## src/rtl/spi_slave_adc.sv

```systemverilog
// rtl/spi_slave_adc.sv - SPI responder: oversampled SCK/CSbar/MOSI, MSB-first rx word, preloaded tx reply
module spi_slave_adc #(
  parameter int outBits = 16
) (
  input  logic               SYS_CLK,
  input  logic               RST,
  input  logic               SCK,
  input  logic               CSbar,
  input  logic               MOSI,
  output logic               MISO,
  input  logic [outBits-1:0] DATA_TX,
  output logic [outBits-1:0] DATA_RX,
  output logic               RX_VALID,
  output logic               FRAME_ERR,
  output logic               BUSY
);

  localparam int CW = $clog2(outBits + 1);

  typedef enum logic [1:0] {WAIT_HIGH, IDLE, ACTIVE, DONE} state_t;

  state_t             r_state;
  logic [2:0]         r_sck_sync;
  logic [2:0]         r_cs_sync;
  logic [1:0]         r_mosi_sync;
  logic [2:0]         r_fill;
  logic [outBits-1:0] r_tx;
  logic [outBits-1:0] r_rx;
  logic [CW-1:0]      r_cnt;
  logic               r_miso;
  logic [outBits-1:0] r_data_rx;
  logic               r_rx_valid;
  logic               r_frame_err;
  logic               r_busy;

  logic               w_cs_fall;
  logic               w_cs_rise;
  logic               w_sck_rise;
  logic               w_sck_fall;
  logic               w_mosi;
  logic [outBits-1:0] w_rx_next;
  logic [outBits-1:0] w_tx_next;
  logic [CW-1:0]      w_cnt_next;

  // MOSI stage 2 lines up with stage 2 of SCK/CSbar, where the edge events are taken.
  always_ff @(posedge SYS_CLK) begin
    if (RST) begin
      r_sck_sync  <= 3'b000;
      r_cs_sync   <= 3'b111;
      r_mosi_sync <= 2'b00;
      r_fill      <= 3'b000;
    end else begin
      r_sck_sync  <= {r_sck_sync[1:0], SCK};
      r_cs_sync   <= {r_cs_sync[1:0], CSbar};
      r_mosi_sync <= {r_mosi_sync[0], MOSI};
      r_fill      <= {r_fill[1:0], 1'b1};
    end
  end

  assign w_cs_fall  = ~r_cs_sync[1] &  r_cs_sync[2];
  assign w_cs_rise  =  r_cs_sync[1] & ~r_cs_sync[2];
  assign w_sck_rise =  r_sck_sync[1] & ~r_sck_sync[2];
  assign w_sck_fall = ~r_sck_sync[1] &  r_sck_sync[2];
  assign w_mosi     = r_mosi_sync[1];
  assign w_rx_next  = {r_rx[outBits-2:0], w_mosi};
  assign w_tx_next  = {r_tx[outBits-2:0], 1'b0};
  assign w_cnt_next = r_cnt + CW'(1);

  always_ff @(posedge SYS_CLK) begin
    if (RST) begin
      r_state     <= WAIT_HIGH;
      r_tx        <= '0;
      r_rx        <= '0;
      r_cnt       <= '0;
      r_miso      <= 1'b0;
      r_data_rx   <= '0;
      r_rx_valid  <= 1'b0;
      r_frame_err <= 1'b0;
      r_busy      <= 1'b0;
    end else begin
      r_rx_valid  <= 1'b0;
      r_frame_err <= 1'b0;
      case (r_state)
        WAIT_HIGH: begin
          r_miso <= 1'b0;
          r_busy <= 1'b0;
          // Only trust CSbar once the synchronizer holds real samples, not its reset preset.
          if (r_fill[2] && r_cs_sync[1] && r_cs_sync[2]) begin
            r_state <= IDLE;
          end
        end
        IDLE: begin
          if (w_cs_fall) begin
            r_tx    <= DATA_TX;
            r_rx    <= '0;
            r_cnt   <= '0;
            r_miso  <= DATA_TX[outBits-1];
            r_busy  <= 1'b1;
            r_state <= ACTIVE;
          end
        end
        ACTIVE: begin
          if (w_cs_rise) begin
            r_frame_err <= 1'b1;
            r_miso      <= 1'b0;
            r_busy      <= 1'b0;
            r_state     <= IDLE;
          end else if (w_sck_fall) begin
            r_rx  <= w_rx_next;
            r_cnt <= w_cnt_next;
            if (w_cnt_next == CW'(outBits)) begin
              r_data_rx  <= w_rx_next;
              r_rx_valid <= 1'b1;
              r_state    <= DONE;
            end
          end else if (w_sck_rise) begin
            r_tx   <= w_tx_next;
            r_miso <= w_tx_next[outBits-1];
          end
        end
        DONE: begin
          if (w_cs_rise) begin
            r_miso  <= 1'b0;
            r_busy  <= 1'b0;
            r_state <= IDLE;
          end
        end
        default: r_state <= WAIT_HIGH;
      endcase
    end
  end

  assign MISO      = r_miso;
  assign DATA_RX   = r_data_rx;
  assign RX_VALID  = r_rx_valid;
  assign FRAME_ERR = r_frame_err;
  assign BUSY      = r_busy;

endmodule

```

## config.mk

```make
export PLATFORM = sky130hd
export DESIGN_NAME = spi_slave_adc
export DESIGN_NICKNAME = d
export VERILOG_FILES = /design/src/rtl/spi_slave_adc.sv
export SDC_FILE = /design/constraint.sdc
export NUM_CORES = 1
export LEC_CHECK = 0
export BUFFER_PORTS_ARGS = -buffer_cell sky130_fd_sc_hd__buf_2
export CAP_MARGIN = 40
export CORE_MARGIN = 2
export CORE_UTILIZATION = 50
export CTS_CLUSTER_DIAMETER = 200
export DETAILED_ROUTE_END_ITERATION = 8
export HOLD_SLACK_MARGIN = 0.06
export PLACE_DENSITY = 0.81
export RECOVER_POWER = 100
export SLEW_MARGIN = 20
export SYNTH_ARGS = -nofsm -noshare
export SYNTH_HDL_FRONTEND = slang
export SYNTH_SLANG_ARGS = --single-unit
```

## constraint.sdc

```tcl
create_clock -name SYS_CLK -period 1.78 [get_ports SYS_CLK]
set_clock_uncertainty 0.2 [all_clocks]
set_input_delay 0.356 -clock SYS_CLK [delete_from_list [all_inputs] [get_ports SYS_CLK]]
set_output_delay 0.356 -clock SYS_CLK [all_outputs]
set_load 0.1 [all_outputs]
```

After elaboration in Yosys (flattened, before gate mapping)
Index checks and enable logic that the tools add are counted.
- output and inout port bits: 20
- flip-flop bits (word level): 68
- input port bits: 21
- word-level logic and storage cells: 86
- equality and inequality tests: 16
- reductions and logical operators: 13
- multiplexer cells: 31
- bitwise gates (word level): 11
- add/subtract/negate cells: 1
- operators by type and width (cell ; number):
    15-bit two-way mux ; 7
    15-bit case mux with 2 select lines ; 2
    5-bit two-way mux ; 3
    2-bit inequality test (second input constant) ; 7
    2-bit two-way mux ; 6
    3-bit inequality test (second input constant) ; 4
    4-bit AND reduction ; 3
    5-bit case mux with 2 select lines ; 1
    5-bit AND reduction ; 2
    1-bit two-way mux ; 9
    2-bit case mux with 4 select lines ; 1
    1-bit inverter ; 7
    5-bit by 1-bit adder with 5-bit output (second input constant) ; 1
    5-bit == test (second input constant) ; 1
    1-bit AND ; 4
    2-bit == test (second input constant) ; 2
    1-bit case mux with 4 select lines ; 1
    2-bit OR reduction ; 2
    4-bit OR reduction ; 1
    1-bit case mux with 3 select lines ; 1
    2-bit by 1-bit == test with 1-bit output (second input constant) ; 1
    1-bit logical AND ; 2
    2-bit zero test ; 1
    2-bit by 1-bit inequality test with 1-bit output (second input constant) ; 1
    other kinds (2) ; 2

Logic depth before layout (Yosys ltp)
- depth after elaboration: 6
- gate-level depth with buffers: 8
- gate-level depth less buffers: 7

Worst setup path before layout
OpenSTA, ideal clock, no wires.
- path type: register to register
- start point: reg r_cnt[0]
- end point: reg r_data_rx[5], in the netlist DATA_RX[5]
- setup slack: -0.150 ns
- cell stages (with the launch flop): 9
- data required time: 1.452 ns
- arrival: 1.603 ns
- path through: dfxtp_1 > ha_1 > nand4b_1 > a211oi_2 > and2_4 > buf_12 > buf_12 > mux2i_1 > nor2_1
- word-level cells in the longest chain between the ends: 3
- RTL lines (item ; RTL line ; text):
    start, declared ; 29 ; logic [CW-1:0] r_cnt;
    start signal, assigned ; 110 ; r_cnt <= w_cnt_next;
    5-bit by 1-bit adder with 5-bit output ; 67 ; assign w_cnt_next = r_cnt + CW'(1);
    5-bit == test ; 111 ; if (w_cnt_next == CW'(outBits)) begin
    4-bit AND reduction (no line) ; - ;
    end signal, assigned ; 112 ; r_data_rx <= w_rx_next;
    end, declared ; 31 ; logic [outBits-1:0] r_data_rx;
No other way between the ends.
A chain may end at the register's enable or synchronous reset.

Worst setup path in the final report
- start point: reg r_state[0]
- end point: reg r_state[0]
- word-level cells in the longest chain between the ends: 3
- elaborated cells on any way between the ends: 11
- classes of those cells: eq/ne: 8; mux: 1; reduce/logical: 2
- RTL lines (item ; RTL line ; text):
    start, declared ; 22 ; state_t r_state;
    start signal, assigned ; 71 ; r_state <= WAIT_HIGH;
    start signal, assigned ; 89 ; r_state <= IDLE;
    start signal, assigned ; 99 ; r_state <= ACTIVE;
    2-bit == test, or another cell as far along ; 83 ; case (r_state)
    3-bit inequality test (no line) or 2-bit inequality test (tied branches) ; - ;
    5-bit AND reduction (no line) ; - ;
Parallel ways exist; a longest one is shown, timed or not.

==> reports/results.tsv <==
stage	metric	value	unit
worst_setup_path	endpoint_kind	register	
synthesis	synth.distinct_cells	41	
routing	vias_per_cell	5.41	
clocking	path_clk_slew	0.07	ns
clocking	clk_latency	0.34	ns
final_layout	regArea	1380	µm²
die	die_h	78.0	µm
grt	grt_use_total	0.209	
grt	grt_max_degree	26	
timing	fmax	539	MHz
grt	grt_pass1_wl	9980	µm
timing	fin_crit	1.85	ns
timing	slew_viol_final	0	
synthesis	synthCells	281	
grt	antenna_found_initial	0	
clocking	cts_tree	built	
routing	ant_nets	0	
die	die_w	78.0	µm
routing	firstDrtPassIters	4	
final_layout	final_core_util	0.730	
clocking	cts_max_path_buffers	2	
die	die_area	6090	µm²
timing	worstMarginPinSlew	0.489	ns
die	coreArea	5200	µm²
clocking	htree_levels	3	
pwr	p_switching	1.04	mW
worst_setup_path	worstSetupPathType	register to register	
final_layout	drive_gt1_frac	0.409	
clocking	cts_num_sinks	68	
worst_setup_path	worstSetupStartpointType	register	
clocking	cts_inserted_buffers	9	
routing	routed_wl	6400	µm
placement	place_ws	-0.145	ns
timing	fin_hold_ws	0.0992	ns
flow_run	drv_cap	0	
die	initial_core_util	0.526	
worst_setup_path	critPathMaxStageDelay	0.37	ns
timing	worst_slack	-0.0743	ns
pwr	power_frac_comb	0.219	
synthesis	syn_avg_cell_area	9.75	µm²
placement	gp_congestion	0.725	
pwr	p_sw_frac	0.271	
worst_setup_path	r2r_start	r_state[0]	
pwr	clock_power_share	0.335	
pwr	leakage	1.46	nW
worst_setup_path	critPathRequiredTime	1.86	ns
timing	setup_viol	1	
routing	dr.first_iter.drc_count	60	
synthesis	synth-main-ff-cell	dfxtp_1	
worst_setup_path	slowest_stage	dfxtp_4	
synthesis	syn-cell-area	2740	µm²
final_layout	layout_commonest_cell	dfxtp_1	
pwr	power_density	1010	nW/µm²
worst_setup_path	rrSetupSlack	-0.07	ns
final_layout	nets	381	
synthesis	ys_warn_count	0	
timing	relSlewSlack	0.676	
placement	place.detailed.hpwl	3650	µm
worst_setup_path	cp-startpoint	r_state[0]	
grt	grt_pass1_vias	2176	
final_layout	multiInputGateArea	1470	µm²
worst_setup_path	crit_chain	buf_4 > ha_4 > nand2b_1 > a21oi_2 > o22ai_2 > mux2_4 > nor2_4	
timing	hold_viol	0	
worst_setup_path	critPathMaxFanout	9	
hold_path	min-delay-start	DATA_TX[0]	
die	num_rows	26	
placement	numPortBuffers	40	
run_status	outcome	finished with violations	
timing	fin_crit_sh	1.04	
synthesis	yosysSeqAreaShare	0.497	
hold_path	hold_class	input pin to register	
die	ios	41	
clocking	root_buffer	clkbuf_8	
final_layout	layout_common_cells	dfxtp_1 (60), nor2_1 (43), buf_2 (40)	
timing	rsz0062_at_grt	yes	
synthesis	synth_nets	308	
routing	route.detailed.drc	0	
synthesis	ys_async_sr_fraction	0	
pwr	vdd_drop_max	752	µV
timing	tns	-0.0743	ns
final_layout	antenna_cells	0	
grt	grt_overflow_total	0	
pwr	total_power	3.82	mW
run_status	violations	negative setup slack	
routing	num_vias	2319	
synthesis	synth_edf_count	0	
worst_setup_path	arrival	1.93	ns
synthesis	ys_ff_latch	68	
pwr	p_seq_frac	0.447	
routing	avgRoutedWirePerCell	14.9	µm
final_layout	fill_cells	366	
pwr	p_int	2.78	mW
final_layout	area_growth	38.6	%
cell families after synthesis:
group	count (synthesis)	share of synthesized area
xor gates and xnor gates	1	0.00320
and+or+nand+nor	94	0.168
buffers and inverters	24	0.0479
DFF	68	0.497
AOI/OAI and AO/OA	57	0.143
adders and majority gates	6	0.0274
muxes	31	0.114
Yosys cell counts (4+ instances only):
cell       n  area, µm²
nand3_1    7       35.0
clkbuf_1   9       33.8
o21ai_0    5       25.0
nand2_1    7       26.3
a22oi_1   13       97.6
dfxtp_1   68       1360
or2_2      4       25.0
nor2_1    45        169
nor2b_1    9       56.3
ha_1       6       75.1
a211oi_1  16        120
inv_1      5       18.8
a21oi_1   13       65.1
nand2b_1   6       37.5
buf_2      7       35.0
mux2i_1   30        300
per-layer routing:
metal | global-route usage | vias to the layer above | routed length (µm)
li1 | - | 1141 | -
met1 | 0.245 | 1086 | 2690
met2 | 0.345 | 69 | 3130
met3 | 0.0713 | 23 | 324
met4 | 0.0965 | 0 | 251
met5 | 0 | - | 0
critical path, delay by kind of cell (launching register included):
kind	cells	cell delay, ns
simple gates	2	0.25
compound gates	2	0.28
flops	1	0.37
mux	1	0.34
fa+ha+maj	1	0.20
buf+inv	1	0.14
what timing repair did:
action / CTS / global route
gates cloned: 1 / 1
hold buffers: 3 / 0
endpoints found under the setup margin: 54 / 52
endpoints found under the hold margin: 3 / 0
pin swaps: 6 / 17
gates resized for setup: 28 / 39
setup buffers: 0 / 11
sequential cells by signal, indices dropped and copies added (netlist names):
name	count
FRAME_ERR	1
r_state	2
DATA_RX	16
MISO	1
r_sck_sync	3
r_cs_sync	3
r_tx	15
RX_VALID	1
r_cnt	5
r_mosi_sync	2
r_rx	15
BUSY	1
r_fill	3
layout make-up:
cell class	count	area share
clock buffers	12	0.0409
clock inverters	4	0.0125
inverters	5	0.00692
multi-input cells	189	0.386
flip-flops and latches	68	0.364
well taps	70	0.0231
repair buffers	81	0.166
stage by stage:
| stage | area, µm² | cells |
|---|---|---|
| 2_1_floorplan | 2770 | 281 |
| 3_3_place_gp | 3150 | 397 |
| 3_5_place_dp | 3150 | 397 |
| 4_1_cts | 3520 | 417 |
| 5_1_grt | 3800 | 429 |
| 6_report | 3800 | 429 |
final timing paths:
path	end	depth (start not counted)
worst min-delay path	r_tx[0]	3
worst max register to register	r_state[0]	7
worst max-delay path	r_state[0]	7
worst min register to register	r_cs_sync[1]	1
power groups by stage:
stage | logic, mW | clock network, mW | registers (mW)
6_report | 0.835 | 1.28 | 1.71
5_1_grt | 0.901 | 1.36 | 1.72
3_5_place_dp | 0.486 | 0 | 1.72
2_1_floorplan | 0.332 | 0 | 1.72
4_1_cts | 0.621 | 1.31 | 1.70
3_3_place_gp | 0.464 | 0 | 1.72
(Power assumes the default switching activity.)
